### config.mk
export PLATFORM = sky130hd
export DESIGN_NAME = axi4_sram_ctrl_v2
export DESIGN_NICKNAME = d
export VERILOG_FILES = /design/src/rtl/sram_ctrl_pkg.sv /design/src/rtl/axi_burst_addr.sv /design/src/rtl/sync_fifo.sv /design/src/rtl/axi4_sram_ctrl_v2.sv
export SDC_FILE = /design/constraint.sdc
export NUM_CORES = 1
export LEC_CHECK = 0
export ABC_AREA = 1
export CAP_MARGIN = 30
export CORE_MARGIN = 3
export CORE_UTILIZATION = 35
export CTS_BUF_LIST = sky130_fd_sc_hd__clkbuf_16
export CTS_CLUSTER_SIZE = 20
export DETAILED_ROUTE_END_ITERATION = 7
export PLACE_DENSITY_LB_ADDON = 0.15
export SLEW_MARGIN = 20
export SYNTH_ARGS = -nofsm -noshare
export SYNTH_HDL_FRONTEND = slang
export SYNTH_SLANG_ARGS = --single-unit
### constraint.sdc
create_clock -name aclk_i -period 9.29 [get_ports aclk_i]
set_input_delay 1.3935 -clock aclk_i [delete_from_list [all_inputs] [get_ports aclk_i]]
set_output_delay 1.3935 -clock aclk_i [all_outputs]
set_load 0.02 [all_outputs]
### src/rtl/sram_ctrl_pkg.sv
// Shared types and constants for the AXI4 SRAM controller.
package sram_ctrl_pkg;
  typedef enum logic [1:0] {FIXED = 2'b00, INCR = 2'b01, WRAP = 2'b10} burst_t;

  localparam logic [1:0] RESP_OKAY   = 2'b00;
  localparam logic [1:0] RESP_SLVERR = 2'b10;

  typedef enum logic [1:0] {IDLE, WR, WRESP, RD} arb_state_e;
endpackage

### src/rtl/axi_burst_addr.sv
// Beat address generator for one AXI4 burst: FIXED, INCR and WRAP sequencing.
module axi_burst_addr
  import sram_ctrl_pkg::*;
#(
  parameter int ADDR_WIDTH = 32
) (
  input  logic                  clk,
  input  logic                  rst_n,
  input  logic [ADDR_WIDTH-1:0] start_addr,
  input  logic [7:0]            len,
  input  logic [2:0]            size,
  input  logic [1:0]            burst,
  input  logic                  load,
  input  logic                  advance,
  output logic [ADDR_WIDTH-1:0] addr,
  output logic                  last
);
  logic [ADDR_WIDTH-1:0] addr_q, step, wrap_mask, addr_inc, addr_nxt;
  logic [7:0]            len_q, beat_q;
  logic [2:0]            size_q;
  burst_t                burst_q;

  // NOTE: every always_comb output gets a default or a full case so no latch is inferred.
  always_comb begin
    step      = ADDR_WIDTH'(1) << size_q;
    wrap_mask = (ADDR_WIDTH'({1'b0, len_q} + 9'd1) << size_q) - ADDR_WIDTH'(1);
    addr_inc  = addr_q + step;
    case (burst_q)
      FIXED:   addr_nxt = addr_q;
      WRAP:    addr_nxt = (addr_q & ~wrap_mask) | (addr_inc & wrap_mask);
      default: addr_nxt = addr_inc;  // the reserved encoding sequences like INCR
    endcase
  end

  // NOTE: non-blocking assignments so every flop samples pre-edge values.
  always_ff @(posedge clk or negedge rst_n) begin
    if (!rst_n) begin
      addr_q  <= '0;
      len_q   <= '0;
      beat_q  <= '0;
      size_q  <= '0;
      burst_q <= FIXED;
    end else if (load) begin
      addr_q  <= start_addr;
      len_q   <= len;
      size_q  <= size;
      burst_q <= burst_t'(burst);
      beat_q  <= '0;
    end else if (advance) begin
      addr_q  <= addr_nxt;
      beat_q  <= beat_q + 8'd1;
    end
  end

  assign addr = addr_q;
  assign last = (beat_q == len_q);
endmodule

### src/rtl/sync_fifo.sv
// Generic synchronous FIFO; output is read from storage, push and pop may coincide.
module sync_fifo #(
  parameter int WIDTH = 8,
  parameter int DEPTH = 4
) (
  input  logic             clk,
  input  logic             rst_n,
  input  logic             push,
  input  logic [WIDTH-1:0] push_data,
  input  logic             pop,
  output logic [WIDTH-1:0] pop_data,
  output logic             empty
);
  localparam int PW = (DEPTH > 1) ? $clog2(DEPTH) : 1;
  localparam int CW = $clog2(DEPTH + 1);

  logic [WIDTH-1:0] mem_q [DEPTH];
  logic [PW-1:0]    wr_ptr_q, rd_ptr_q;
  logic [CW-1:0]    count_q;
  logic             full, do_push, do_pop;

  function automatic logic [PW-1:0] next_ptr(input logic [PW-1:0] p);
    return (p == PW'(DEPTH - 1)) ? '0 : p + PW'(1);
  endfunction

  assign empty   = (count_q == '0);
  assign full    = (count_q == CW'(DEPTH));
  assign do_pop  = pop && !empty;
  assign do_push = push && (!full || do_pop);

  // NOTE: storage is not reset; the pointers and count alone decide what is valid.
  always_ff @(posedge clk) begin
    if (do_push) mem_q[wr_ptr_q] <= push_data;
  end

  always_ff @(posedge clk or negedge rst_n) begin
    if (!rst_n) begin
      wr_ptr_q <= '0;
      rd_ptr_q <= '0;
      count_q  <= '0;
    end else begin
      if (do_push) wr_ptr_q <= next_ptr(wr_ptr_q);
      if (do_pop)  rd_ptr_q <= next_ptr(rd_ptr_q);
      case ({do_push, do_pop})
        2'b10:   count_q <= count_q + CW'(1);
        2'b01:   count_q <= count_q - CW'(1);
        default: ;
      endcase
    end
  end

  assign pop_data = mem_q[rd_ptr_q];
endmodule

### src/rtl/axi4_sram_ctrl_v2.sv
// AXI4 slave bridging a single-port synchronous SRAM, with credit-guarded read return
// and burst-granular round-robin arbitration between reads and writes.
module axi4_sram_ctrl_v2
  import sram_ctrl_pkg::*;
#(
  parameter int DATA_WIDTH = 32,
  parameter int ADDR_WIDTH = 32,
  parameter int ID_WIDTH   = 4,
  parameter int MEM_DEPTH  = 1024,
  parameter int RD_LAT     = 1
) (
  input  logic                         aclk_i,
  input  logic                         aresetn_i,
  input  logic [ID_WIDTH-1:0]          awid,
  input  logic [ADDR_WIDTH-1:0]        awaddr,
  input  logic [7:0]                   awlen,
  input  logic [2:0]                   awsize,
  input  logic [1:0]                   awburst,
  input  logic                         awvalid,
  output logic                         awready,
  input  logic [DATA_WIDTH-1:0]        wdata,
  input  logic [DATA_WIDTH/8-1:0]      wstrb,
  input  logic                         wlast,
  input  logic                         wvalid,
  output logic                         wready,
  output logic [ID_WIDTH-1:0]          bid,
  output logic [1:0]                   bresp,
  output logic                         bvalid,
  input  logic                         bready,
  input  logic [ID_WIDTH-1:0]          arid,
  input  logic [ADDR_WIDTH-1:0]        araddr,
  input  logic [7:0]                   arlen,
  input  logic [2:0]                   arsize,
  input  logic [1:0]                   arburst,
  input  logic                         arvalid,
  output logic                         arready,
  output logic [ID_WIDTH-1:0]          rid,
  output logic [DATA_WIDTH-1:0]        rdata,
  output logic [1:0]                   rresp,
  output logic                         rlast,
  output logic                         rvalid,
  input  logic                         rready,
  output logic                         sram_cen_n_o,
  output logic                         sram_wen_n_o,
  output logic [DATA_WIDTH/8-1:0]      sram_bm_n_o,
  output logic [$clog2(MEM_DEPTH)-1:0] sram_addr_o,
  output logic [DATA_WIDTH-1:0]        sram_wdata_o,
  input  logic [DATA_WIDTH-1:0]        sram_rdata_i
);
  localparam int OFFS        = $clog2(DATA_WIDTH / 8);
  localparam int MAW         = $clog2(MEM_DEPTH);
  localparam int RFIFO_DEPTH = RD_LAT + 2;
  localparam int CRW         = $clog2(RFIFO_DEPTH + 1);

  typedef struct packed {
    logic                vld;
    logic [ID_WIDTH-1:0] id;
    logic                last;
    logic                err;
  } rd_meta_t;

  typedef struct packed {
    logic [ID_WIDTH-1:0]   id;
    logic [DATA_WIDTH-1:0] data;
    logic [1:0]            resp;
    logic                  last;
  } r_beat_t;

  arb_state_e            state_q, state_d;
  logic                  rr_q;  // 1: read wins the next simultaneous request
  logic [ID_WIDTH-1:0]   bid_q, rid_q;
  logic                  wr_err_q;
  logic [CRW-1:0]        credit_q;
  rd_meta_t [RD_LAT-1:0] pipe_q;
  rd_meta_t              pipe_out;
  r_beat_t               push_beat, pop_beat, r_out;
  logic [ADDR_WIDTH-1:0] wr_addr, rd_addr, wr_word, rd_word;
  logic                  wr_oor, rd_oor, rd_last, wr_last_unused, fifo_empty;
  logic                  grant_wr, grant_rd, w_hs, r_hs, rd_issue;

  axi_burst_addr #(.ADDR_WIDTH(ADDR_WIDTH)) u_wr_addr (
    .clk(aclk_i), .rst_n(aresetn_i), .start_addr(awaddr), .len(awlen), .size(awsize),
    .burst(awburst), .load(grant_wr), .advance(w_hs), .addr(wr_addr), .last(wr_last_unused)
  );

  axi_burst_addr #(.ADDR_WIDTH(ADDR_WIDTH)) u_rd_addr (
    .clk(aclk_i), .rst_n(aresetn_i), .start_addr(araddr), .len(arlen), .size(arsize),
    .burst(arburst), .load(grant_rd), .advance(rd_issue), .addr(rd_addr), .last(rd_last)
  );

  assign wr_word  = wr_addr >> OFFS;
  assign rd_word  = rd_addr >> OFFS;
  assign wr_oor   = (wr_word >= ADDR_WIDTH'(MEM_DEPTH));
  assign rd_oor   = (rd_word >= ADDR_WIDTH'(MEM_DEPTH));
  assign grant_wr = (state_q == IDLE) && awvalid && (!arvalid || !rr_q);
  assign grant_rd = (state_q == IDLE) && arvalid && (!awvalid || rr_q);
  assign w_hs     = (state_q == WR) && wvalid;
  assign r_hs     = rvalid && rready;
  // A pop in the same cycle frees the slot this issue will eventually occupy.
  assign rd_issue = (state_q == RD) && ((credit_q < CRW'(RFIFO_DEPTH)) || r_hs);

  always_ff @(posedge aclk_i or negedge aresetn_i) begin
    if (!aresetn_i) state_q <= IDLE;
    else            state_q <= state_d;
  end

  always_comb begin
    state_d = state_q;
    case (state_q)
      IDLE:    if (grant_wr) state_d = WR; else if (grant_rd) state_d = RD;
      WR:      if (w_hs && wlast) state_d = WRESP;
      WRESP:   if (bready) state_d = IDLE;
      RD:      if (rd_issue && rd_last) state_d = IDLE;
      default: state_d = IDLE;
    endcase
  end

  always_comb begin
    awready      = 1'b0;
    arready      = 1'b0;
    wready       = 1'b0;
    bvalid       = 1'b0;
    sram_cen_n_o = 1'b1;
    sram_wen_n_o = 1'b1;
    sram_bm_n_o  = '1;
    sram_addr_o  = MAW'(rd_word);
    case (state_q)
      IDLE: begin
        awready = grant_wr;
        arready = grant_rd;
      end
      WR: begin
        wready      = 1'b1;
        sram_addr_o = MAW'(wr_word);
        if (wvalid) begin
          sram_cen_n_o = wr_oor;
          sram_wen_n_o = 1'b0;
          sram_bm_n_o  = ~wstrb;
        end
      end
      WRESP:   bvalid = 1'b1;
      RD:      if (rd_issue) sram_cen_n_o = rd_oor;
      default: ;
    endcase
  end

  always_ff @(posedge aclk_i or negedge aresetn_i) begin
    if (!aresetn_i) begin
      rr_q     <= 1'b0;
      bid_q    <= '0;
      rid_q    <= '0;
      wr_err_q <= 1'b0;
      credit_q <= '0;
      pipe_q   <= '0;
    end else begin
      if ((state_q == IDLE) && awvalid && arvalid) rr_q <= ~rr_q;
      if (grant_wr) begin
        bid_q    <= awid;
        wr_err_q <= 1'b0;
      end else if (w_hs && wr_oor) begin
        wr_err_q <= 1'b1;
      end
      if (grant_rd) rid_q <= arid;
      case ({rd_issue, r_hs})
        2'b10:   credit_q <= credit_q + CRW'(1);
        2'b01:   credit_q <= credit_q - CRW'(1);
        default: ;
      endcase
      pipe_q[0] <= rd_meta_t'{vld: rd_issue, id: rid_q, last: rd_last, err: rd_oor};
      for (int i = 1; i < RD_LAT; i++) pipe_q[i] <= pipe_q[i-1];
    end
  end

  assign pipe_out = pipe_q[RD_LAT-1];

  always_comb begin
    push_beat.id   = pipe_out.id;
    push_beat.data = pipe_out.err ? {DATA_WIDTH{1'b0}} : sram_rdata_i;
    push_beat.resp = pipe_out.err ? RESP_SLVERR : RESP_OKAY;
    push_beat.last = pipe_out.last;
  end

  sync_fifo #(.WIDTH($bits(r_beat_t)), .DEPTH(RFIFO_DEPTH)) u_rfifo (
    .clk(aclk_i), .rst_n(aresetn_i), .push(pipe_out.vld), .push_data(push_beat),
    .pop(r_hs), .pop_data(pop_beat), .empty(fifo_empty)
  );

  assign rvalid       = !fifo_empty;
  assign r_out        = rvalid ? pop_beat : '0;
  assign rid          = r_out.id;
  assign rdata        = r_out.data;
  assign rresp        = r_out.resp;
  assign rlast        = r_out.last;
  assign bid          = bid_q;
  assign bresp        = wr_err_q ? RESP_SLVERR : RESP_OKAY;
  assign sram_wdata_o = wdata;
endmodule

==> impl_metrics.toml, run 1 <==
[cts]
insertion_delay_ns = 0.57
cts_inserted_buffers = 29
cts_hold_buffers = 0
cts_tree = "done"
clkTransAtPathRegs_ns = 0.05
post_cts_buffers = 0
cts_buffer_depth = 3
post_cts_resized = 0
h-tree-depth = 1
cts_root_buffer = "clkbuf_16"
clock-sinks = 239

[cells_and_area]
syn2layout_area_growth_pct = 21.25
fillers = 4546
layout_commonest_cell = "nand2_1"
drive_gt1_frac = 0.07394
mostFrequentLayoutCells = "nand2_1, inv_1, clkdlybuf4s50_1"
n_antenna_cell = 0
final_cells = 2857
nNetsFinal = 2448

[run_status]
status = "finished, final reports clean"

[yosys]
synthMuxAreaShare = 0.0006407
synth_fa_ha_area_frac = 0.02098
ys_types = 64
synth_edf_count = 114
synth_warnings = 0
syn_inst = 2106
synth-xor-area-share = 0.02243
ys_seq_area_frac = 0.4193
synth_top_family_by_area = "simple AND/OR/NAND/NOR gates"
avgSynthCellArea_um2 = 7.418
synth-async-reset-ratio = 0.5230
synthSimpleGateAreaFrac = 0.3239
syn_area_um2 = 15620
synth_compound_area_frac = 0.1039
synth_seq_cells = 239
synthFlopType = "dfrtp_1"

[timing]
slew_headroom = 0.4251
setup_tns_ns = 0
fmax_mhz = 201.6
report.final.hold_viol_count = 0
setup_viol = 0
worst_clock_skew_ns = 0.01026
slew_viol_final = 0
worstMarginPinSlew_ns = 0.8623
period_minus_slack_ns = 4.960
grt_setup_unrepaired = "no"
fin_ws_ns = 4.330
period_share = 0.5340

[global_routing]
grt_usage = 0.1973
grt_first_pass_wirelength_um = 75090
grt_overflow = 0
antenna_found_initial = 1
grt_max_degree = 85
grt_pass1_vias = 13810

[route]
post-route-drc-count = 0
drt-initial-drc-count = 966
routed_via_density = 4.946
wirelength_um = 47100
vias = 14130
drt-pass1-iter-count = 5
wire_per_inst_um = 16.48
ant_nets = 0

[floorplanning]
dieArea_um2 = 47210
fp.dieH_um = 217.3
rows = 76
ios = 272
dieWidth_um = 217.3
coreArea_um2 = 43550
initial_core_util = 0.3587

[critical_path]
r2r-start = "u_rd_addr.size_q[1]"
critPathArrivalTime_ns = 3.57
rrSetupSlack_ns = 5.13
ff2ff_path_depth = 22
critPathMaxFanout = 8
worst_setup_path_start_kind = "primary input"
cp-end-kind = "output port"
worstPathRequired_ns = 7.90
criticalPathCategory = "primary input to output port"

[placement]
gp_congestion = 0.8978
dp_hpwl_um = 34010
io_buffer_count = 205
preCtsSetupSlack_ns = 4.426
post-place-cells = 2800

[pwr]
irDropWorstVdd_uv = 154.6
p_leak_nw = 8.642
p_per_area_nw_per_um2 = 343.9

[flow_run]
cap_violations = 0

[worst_hold_path]
worstHoldStart = "rid_q[1]"
whs_endpoint = "pipe_out[3]"
min_path_type = "flop to flop"
hold_path_depth = 0
[through the flow]
stage	util	instance area, µm²	power, W	hold slack (ns)
after floorplan	-	15630	0.004254	0.3540
after global placement	0.4118	17930	0.005355	0.3631
after detailed placement	0.4121	17950	0.005391	0.3630
after CTS	0.4337	18890	0.006540	0.3768
after global routing	0.4349	18940	0.007090	0.3908
final	0.4349	18940	0.006514	0.3760
[worst max-delay path, cell delays in order]
cell	delay (ns)
clkdlybuf4s50_1	0.42
inv_1	0.08
nor2_1	0.06
inv_1	0.18
a31oi_2	0.23
a31oi_1	0.49
clkdlybuf4s50_1	0.71
[per-layer routing]
layer | wire length (µm) | track usage | share of wire | vias up
li1 | - | - | - | 7099
met1 | 22310 | 0.2764 | 0.47 | 6595
met2 | 20970 | 0.3180 | 0.45 | 376
met3 | 2731 | 0.03295 | 0.058 | 59
met4 | 1077 | 0.05066 | 0.023 | 2
met5 | 9 | 0 | 0.00019 | -
[synth_stat cells, types with 2 or more instances]
library cell  instances  share of area
nand2_2              26          0.010
xnor2_1              17         0.0095
a21o_1                5         0.0024
buf_4                41          0.020
o211ai_1             29          0.014
nor2_1              180          0.043
nand2_1             599           0.14
nand3_4               2         0.0022
o21bai_1              2        0.00096
o2111ai_1             2         0.0011
inv_1               280          0.067
and3_1                3         0.0012
o221ai_1              4         0.0022
o21a_1                6         0.0029
buf_1                 9         0.0022
o21ai_2               4         0.0022
xor2_1               23          0.013
inv_2                10         0.0024
nand2_4               3         0.0022
nand3_2              22          0.014
nor3b_1               2        0.00096
a211oi_1              2        0.00096
nand4_1              28          0.011
buf_2                13         0.0042
a21oi_1              51          0.016
or2_2                 5         0.0020
nor2_4               10         0.0072
o21ai_4               2         0.0021
a31oi_1               8         0.0032
o21ai_0             125          0.040
o31ai_1               8         0.0038
nand3_1             188          0.060
dfrtp_1             125           0.20
edfxtp_1            114           0.22
nor4_1                9         0.0036
o21ai_1              15         0.0048
nor2_8                3         0.0038
clkbuf_1             46          0.011
nor3_1               31         0.0099
fa_1                  2         0.0026
nor2_2                7         0.0028
ha_1                 23          0.018
[report_power, final]
group          total, W  internal [W]  switching (W)  leakage, nW
logic           0.00365       0.00129        0.00236         5.54
clock network   0.00111      0.000652       0.000462        0.480
registers       0.00175       0.00142       0.000334         2.62
[worst max-delay path by stage]
| stage | from | slack (ns) | cells past startpoint | endpoint |
|---|---|---|---|---|
| final | rready | 4.33 | 7 | sram_cen_n_o |
| after global routing | rready | 4.17 | 7 | sram_cen_n_o |
| after CTS | rready | 4.40 | 7 | sram_cen_n_o |
| after detailed placement | rready | 4.43 | 7 | sram_cen_n_o |
| after global placement | rready | 4.43 | 7 | sram_cen_n_o |
| after floorplan | rready | 4.64 | 2 | u_rfifo.mem_q[1][0] |
[cell families (layout without fill, tap and decap cells)]
kind of cell	after synthesis	in the layout
AO/OA/AOI/OAI	274	274
XOR/XNOR	40	40
adder cells (fa/ha/maj)	25	25
buffers and inverters	403	568
flip-flops	239	239
multiplexers	1	1
other	1	2
AND/OR/NAND/NOR	1123	1123
[cell type report]
| type | instances | area [µm²] | share of cell area |
|---|---|---|---|
| Clock buffer | 29 | 725.7 | 0.03831 |
| Clock inverter | 25 | 212.7 | 0.01123 |
| Inverter | 292 | 1097 | 0.05793 |
| Multi-Input combinational cell | 1465 | 7401 | 0.3907 |
| Sequential cell | 239 | 6553 | 0.3459 |
| Tap cell | 585 | 732.0 | 0.03864 |
| Timing Repair Buffer | 222 | 2221 | 0.1172 |
Note: power is estimated with default switching activity, not from simulation.
==> run 2, diff against run 1 <==
==> constraint.sdc (replaced) <==
create_clock -name aclk_i -period 4.87 [get_ports aclk_i]
set_input_delay 0.7305 -clock aclk_i [delete_from_list [all_inputs] [get_ports aclk_i]]
set_output_delay 0.7305 -clock aclk_i [all_outputs]
set_load 0.02 [all_outputs]
==> run 2 against run 1 <==
Clock skew up 0.0036 ns. First-iteration DRC count increased by 4.0%. Global-route usage about the same. Critical endpoint unchanged.
==> impl_metrics.toml, run 2 (synthesis gave the netlist of run 1 again) <==
[floorplanning]
rows = 76
ios = 272
initial_core_util = 0.3587
dieWidth_um = 217.3
dieArea_um2 = 47210
coreArea_um2 = 43550
fp.dieH_um = 217.3

[cells_and_area]
syn2layout_area_growth_pct = 21.91
mostFrequentLayoutCells = "nand2_1, inv_1, clkdlybuf4s50_1"
nNetsFinal = 2451
n_antenna_cell = 0
fillers = 4504
layout_commonest_cell = "nand2_1"
post-route-util = 0.4373
drive_gt1_frac = 0.07868
fin_area_um2 = 19050

[timing]
slew_headroom = 0.2635
setup_viol = 0
hold_slack_ns = 0.1158
period_minus_slack_ns = 4.006
setup_tns_ns = 0
period_share = 0.8226
report.final.hold_viol_count = 0
fmax_mhz = 249.6
slew_viol_final = 0
grt_setup_unrepaired = "no"
fin_ws_ns = 0.8640
worst_clock_skew_ns = 0.01384
worstMarginPinSlew_ns = 1.095

[critical_path]
criticalPathCategory = "flop to output port"
critPathArrivalTime_ns = 3.28
critPathBufInv = 2
cp-end-kind = "output port"
worstPathRequired_ns = 4.14
path_cells = "inv_1 -> nand4_1 -> nor4_1 -> a31oi_1 -> clkdlybuf4s50_1"
critPathTopFamily = "simple AND/OR/NAND/NOR gates"
worst_path_max_delay_cell = "nor4_1"
cpPeakStageDelay_ns = 0.94
worst_setup_path_start_kind = "flop"
r2r-start = "u_rd_addr.size_q[1]"
rrSetupSlack_ns = 1.05
critPathMaxFanout = 2

[cts]
insertion_delay_ns = 0.58
cts_tree = "done"
cts_inserted_buffers = 29
cts_buffer_depth = 3
post_cts_resized = 0
cts_hold_buffers = 0
cts_root_buffer = "clkbuf_16"
h-tree-depth = 1
post_cts_buffers = 0
clkTransAtPathRegs_ns = 0.06
clock-sinks = 239

[pwr]
p_leak_nw = 8.679
p_per_area_nw_per_um2 = 662.7
intPower_w = 0.006597
p_seq_frac = 0.265
netSwitchingFraction = 0.4773
p_comb_frac = 0.547
p_switching_w = 0.006025
p_clk_frac = 0.189
irDropWorstVdd_uv = 287.7

[placement]
io_buffer_count = 205
dp_hpwl_um = 34390
place_area_um2 = 17980
preCtsSetupSlack_ns = 1.106
gp_congestion = 0.8991

[route]
drt-pass1-iter-count = 7
vias = 14050
drt-initial-drc-count = 1005
post-route-drc-count = 0
wire_per_inst_um = 16.43
wirelength_um = 46990
routed_via_density = 4.914
ant_nets = 0

[global_routing]
grt_max_degree = 68
grt_pass1_vias = 13750
grt_first_pass_wirelength_um = 74930
grt_overflow = 0
antenna_found_initial = 1
grt_usage = 0.1972

[run_status]
status = "finished, final reports clean"

[flow_run]
cap_violations = 0

[worst_hold_path]
min_path_type = "primary input to async pin"
==> run 2: routing by layer <==
layer / part of all wire / track usage / up-vias
li1: - / - / 7085
met5: 0.00017 / 0 / -
met3: 0.059 / 0.03100 / 55
met2: 0.46 / 0.3237 / 346
met4: 0.018 / 0.04392 / 2
met1: 0.47 / 0.2753 / 6565
==> run 2: path summary, 6_finish.rpt <==
check | to | cells after the start
setup / recovery | sram_cen_n_o | 5
hold / removal | async pin | 1
setup reg to reg | flop | 21
hold reg to reg | pipe_out[2] | 0
max in group asynchronous | pipe_out[0] | 2
min in group aclk_i | pipe_out[2] | 0
==> run 2: power groups by stage <==
stage               Clock, W  Combinational, W  Sequential (W)
finish               0.00238           0.00690         0.00334
global route         0.00253           0.00778         0.00343
floorplan                  0           0.00502         0.00309
detailed placement         0           0.00692         0.00337
CTS                  0.00244           0.00696         0.00334
global placement           0           0.00687         0.00336
==> run 2: final cells by class <==
type / count / area [µm²] / area share
multi-input cells: 1465 / 7401 / 0.3886
repair buffers: 225 / 2211 / 0.1161
flip-flops and latches: 239 / 6553 / 0.3440
clock inverters: 25 / 326.6 / 0.01715
clock buffers: 29 / 725.7 / 0.03810
well taps: 585 / 732.0 / 0.03843
inverters: 292 / 1097 / 0.05761
==> run 2: stage by stage <==
step | cells | total power, W
final | 2860 | 0.01262
after global routing | 2860 | 0.01374
after CTS | 2859 | 0.01274
after detailed placement | 2805 | 0.01029
after global placement | 2805 | 0.01023
after floorplan | 2107 | 0.008115
